$ cat src/rtl/uart_rx.sv
// 8N1 UART receiver with 16x oversampling driven by an external sample_trigger strobe.
// The start bit is qualified at mid-bit; data and stop bits are sampled every 16 triggers after that point.
module uart_rx (
  input  logic       clk,
  input  logic       rst_n,
  input  logic       sample_trigger,
  input  logic       serial_data,
  output logic [7:0] data,
  output logic       valid,
  output logic       framing_error,
  output logic       busy
);

  typedef enum logic [2:0] {
    IDLE      = 3'd0,
    START     = 3'd1,
    DATA      = 3'd2,
    STOP      = 3'd3,
    WAIT_IDLE = 3'd4
  } state_t;

  localparam logic [3:0] MID_LAST = 4'd7;   // 8th low sample, counting the detection sample
  localparam logic [3:0] BIT_LAST = 4'd15;  // 16th trigger: one full bit later
  localparam logic [2:0] IDX_LAST = 3'd7;

  state_t     state, state_next;
  logic       sync1, rx_s;
  logic [3:0] cnt, cnt_next;
  logic [2:0] bit_idx, bit_idx_next;
  logic [7:0] shift, shift_next;
  logic [7:0] data_next;
  logic       valid_next, fe_next;

  // Two-flop synchronizer for the asynchronous line; idles at mark.
  always_ff @(posedge clk) begin
    if (!rst_n) begin
      sync1 <= 1'b1;
      rx_s  <= 1'b1;
    end else begin
      sync1 <= serial_data;
      rx_s  <= sync1;
    end
  end

  // Next-state logic; nothing advances between sample triggers.
  always_comb begin
    state_next   = state;
    cnt_next     = cnt;
    bit_idx_next = bit_idx;
    shift_next   = shift;
    data_next    = data;
    valid_next   = 1'b0;
    fe_next      = 1'b0;
    if (sample_trigger) begin
      case (state)
        IDLE: begin
          if (!rx_s) begin
            state_next = START;
            cnt_next   = 4'd1;
          end else begin
            cnt_next = 4'd0;
          end
        end
        START: begin
          if (cnt == MID_LAST) begin
            cnt_next     = 4'd0;
            bit_idx_next = 3'd0;
            if (!rx_s) begin
              state_next = DATA;
            end else begin
              state_next = IDLE;
            end
          end else begin
            cnt_next = cnt + 4'd1;
          end
        end
        DATA: begin
          if (cnt == BIT_LAST) begin
            cnt_next            = 4'd0;
            shift_next[bit_idx] = rx_s;
            if (bit_idx == IDX_LAST) begin
              state_next = STOP;
            end else begin
              bit_idx_next = bit_idx + 3'd1;
            end
          end else begin
            cnt_next = cnt + 4'd1;
          end
        end
        STOP: begin
          // Leaving at stop mid-bit leaves half a bit to catch a back-to-back start edge.
          if (cnt == BIT_LAST) begin
            cnt_next = 4'd0;
            if (rx_s) begin
              data_next  = shift;
              valid_next = 1'b1;
              state_next = IDLE;
            end else begin
              fe_next    = 1'b1;
              state_next = WAIT_IDLE;
            end
          end else begin
            cnt_next = cnt + 4'd1;
          end
        end
        WAIT_IDLE: begin
          if (rx_s) begin
            state_next = IDLE;
            cnt_next   = 4'd0;
          end else begin
            cnt_next = 4'd0;
          end
        end
        default: begin
          state_next = IDLE;
          cnt_next   = 4'd0;
        end
      endcase
    end else begin
      state_next = state;
    end
  end

  // State, counters, shift register and registered outputs.
  always_ff @(posedge clk) begin
    if (!rst_n) begin
      state         <= IDLE;
      cnt           <= 4'd0;
      bit_idx       <= 3'd0;
      shift         <= 8'h00;
      data          <= 8'h00;
      valid         <= 1'b0;
      framing_error <= 1'b0;
      busy          <= 1'b0;
    end else begin
      state         <= state_next;
      cnt           <= cnt_next;
      bit_idx       <= bit_idx_next;
      shift         <= shift_next;
      data          <= data_next;
      valid         <= valid_next;
      framing_error <= fe_next;
      busy          <= (state_next != IDLE);
    end
  end

endmodule
$ cat config.mk
export PLATFORM = sky130hd
export DESIGN_NAME = uart_rx
export DESIGN_NICKNAME = d
export VERILOG_FILES = /design/src/rtl/uart_rx.sv
export SDC_FILE = /design/constraint.sdc
export NUM_CORES = 1
export LEC_CHECK = 0
export BUFFER_PORTS_ARGS = -buffer_cell sky130_fd_sc_hd__buf_2
export CORE_AREA = 2 2 58 55
export CTS_BUF_LIST = sky130_fd_sc_hd__clkbuf_2 sky130_fd_sc_hd__clkbuf_4 sky130_fd_sc_hd__clkbuf_8
export CTS_CLUSTER_SIZE = 25
export DETAILED_ROUTE_END_ITERATION = 6
export DIE_AREA = 0 0 60 57
export GPL_ROUTABILITY_DRIVEN = 0
export PLACE_DENSITY = 0.73
export SLEW_MARGIN = 5
export SYNTH_ARGS = -nofsm -noshare
export SYNTH_HDL_FRONTEND = slang
export SYNTH_SLANG_ARGS = --single-unit
$ cat constraint.sdc
create_clock -name clk -period 2.75 [get_ports clk]
set_clock_uncertainty 0.15 [all_clocks]
set_input_delay 0.55 -clock clk [delete_from_list [all_inputs] [get_ports clk]]
set_output_delay 0.55 -clock clk [all_outputs]
set_load 0.02 [all_outputs]
==> qor.yml <==
drc: 0
ctsHoldBuffers: 0
path_max_fanout: 12
fin_nets: 174
grt_pass1_wl_um: 4760
dp_slack_ns: 0.795
worst_r2r_path_depth: 6
cts_buffers: 5
critPathLaunch: "bit_idx[0]$_SDFFE_PN0P_"
drive_gt1_frac: 0.196
drtPass1Iterations: 5
vdd_drop_max_mv: 0.320
yosysSeqAreaShare: 0.420
drt_iter0_markers: 28
clock_latency_ns: 0.33
synthDistinctLibCells: 43
critPathCapture: "bit_idx[1]$_SDFFE_PN0P_"
yosys_warnings: 0
overflow: 0
grt_max_degree: 16
setup_ws_ns: 0.765
cp.arrival_ns: 2.07
cts_sinks: 31
start_kind: "flip-flop"
critical_path_class: "reg2reg"
setup_violations: 0
post_cts_buffers: 0
dieArea_mm2: 0.00342
ys.flop_type: "dfxtp_1"
vias: 1171
yosysTopAreaCell: "dfxtp_1"
coreArea_mm2: 0.00288
met3_usage: 0.0816
post_cts_resized: 0
syn-cell-area_mm2: 0.00148
io_pins: 15
dp_hpwl_um: 1950
fp.dieH_um: 57
syn_avg_cell_area_um2: 9.54
synth_edf_count: 0
yosys-top-cells-area: "dfxtp_1 42%, mux2i_1 12%, nor2_1 4.8%"
relSlewSlack: 0.670
synth_common_cells: "31 x dfxtp_1, 19 x nor2_1, 18 x mux2i_1"
crit_required_ns: 2.83
antenna_found_initial: 0
htreeDepth: 2
met2_usage: 0.272
die_w_um: 60
r2r_slack_ns: 0.77
status: "finished, final reports clean"
wl_per_cell_um: 13.3
cts_tree: "done"
min_path_type: "in2reg"
period_needed_ns: 1.98
synthCells: 155
r2r_end: "bit_idx[1]$_SDFFE_PN0P_"
hold_viol_final: 0
grt_usage: 0.190
drv_cap: 0
viasPerCell: 5.58
synth_top_area_frac: 0.420
diodes: 0
syn_to_final_growth_pct: 8.63
final.period_utilization: 0.722
final-max-slew-violation-count: 0
syn-num-nets: 162
async_reset_ff_frac: 0
use_met1: 0.244
p_leak_uw: 0.000719
fp-row-count: 19
timing.fmax_ghz: 0.504
tightest_slew_ns: 0.494
totalWireLength_um: 2790
rsz0062_at_grt: "false"
worstReg2RegStart: "bit_idx[0]$_SDFFE_PN0P_"
final_antenna_net_count: 0
yosysMostFrequentCell: "dfxtp_1"
top_usage_layer: "met2"
fin_tns_setup_ns: 0
port_buffers: 14
powerDensity_mw_per_mm2: 466
start_util: 0.514
cts.path.max_buffers: 2
cts_root_buffer: "clkbuf_4"
clk_pin_slew_ns: 0.09
grt_pass1_vias: 1089
p_total_uw: 749
cp-end-kind: "flip-flop"
synth_seq_cells: 31
## power by group
| group | internal [µW] | switching, µW |
|---|---|---|
| Clock | 119 | 146 |
| Sequential | 451 | 3.93 |
| Combinational | 9.66 | 19.3 |
## routing by layer
| layer | wire, µm | part of all wire |
|---|---|---|
| met5 | 0 | 0 |
| met4 | 63 | 0.023 |
| met1 | 1340 | 0.48 |
| met2 | 1260 | 0.45 |
| met3 | 131 | 0.047 |
## cells by family (layout without fill, tap and decap cells)
logic type                 after synthesis  in the layout  share of synthesized area
AOI/OAI and AO/OA                       21             21                      0.113
adders and majority gates                3              3                     0.0254
buffers and inverters                   14             27                     0.0533
DFF                                     31             31                      0.420
muxes                                   18             18                      0.122
and+or+nand+nor                         68             68                      0.267
## placed cells by master, fill, tap and decap left out, types with 2 or more instances in the layout
cell,instances
nand4_1,3
inv_1,3
nand3_1,5
buf_4,2
dfxtp_1,31
nand2b_1,3
nor3b_2,3
nor2_1,19
and2_1,2
clkbuf_4,7
and3_1,2
a32oi_1,2
buf_2,14
nand2_1,11
a311oi_1,2
o31ai_1,2
nor3_1,2
a21oi_1,4
nand3b_1,4
ha_1,3
nor2b_1,3
o21ai_1,2
mux2i_1,18
## state kept, by name, summed over array words and instances, names as in the netlist
name	count
bit_idx	3
busy	1
cnt	4
data	8
framing_error	1
rx_s	1
shift	8
state	3
sync1	1
valid	1
## area by class of cell
cell class	instances	area [µm²]
tap	42	52.6
clock buffer	7	52.6
clock inverter	1	5.00
fill	262	1270
multi-input combinational	110	779
sequential	31	621
inverter	3	11.3
timing repair buffer	16	85.1
## worst min path at each step
stage                     startpoint          endpoint  depth (start not counted)
floorplan           sync1$_SDFF_PN1_   rx_s$_SDFF_PN1_                          1
global placement    sync1$_SDFF_PN1_   rx_s$_SDFF_PN1_                          1
detailed placement  sync1$_SDFF_PN1_   rx_s$_SDFF_PN1_                          1
CTS                      serial_data  sync1$_SDFF_PN1_                          2
global route             serial_data  sync1$_SDFF_PN1_                          2
finish                   serial_data  sync1$_SDFF_PN1_                          2
## critical path: stages, from the launching register on
cell and delay (ns):
dfxtp_1 0.55, ha_1 0.22, ha_1 0.15, and4bb_2 0.24, o2111ai_2 0.29, mux2i_1 0.22, nor2_1 0.06
## per-stage QoR
step                      instances   util  hold slack, ns  area [µm²]
after global placement          202  0.538           0.245        1550
after global routing            210  0.559           0.259        1610
after detailed placement        202  0.538           0.255        1550
after CTS                       210  0.559           0.247        1610
final                           210  0.559           0.253        1610
after floorplan                 155      -           0.236        1480
Power figures use the tool's default switching activity.
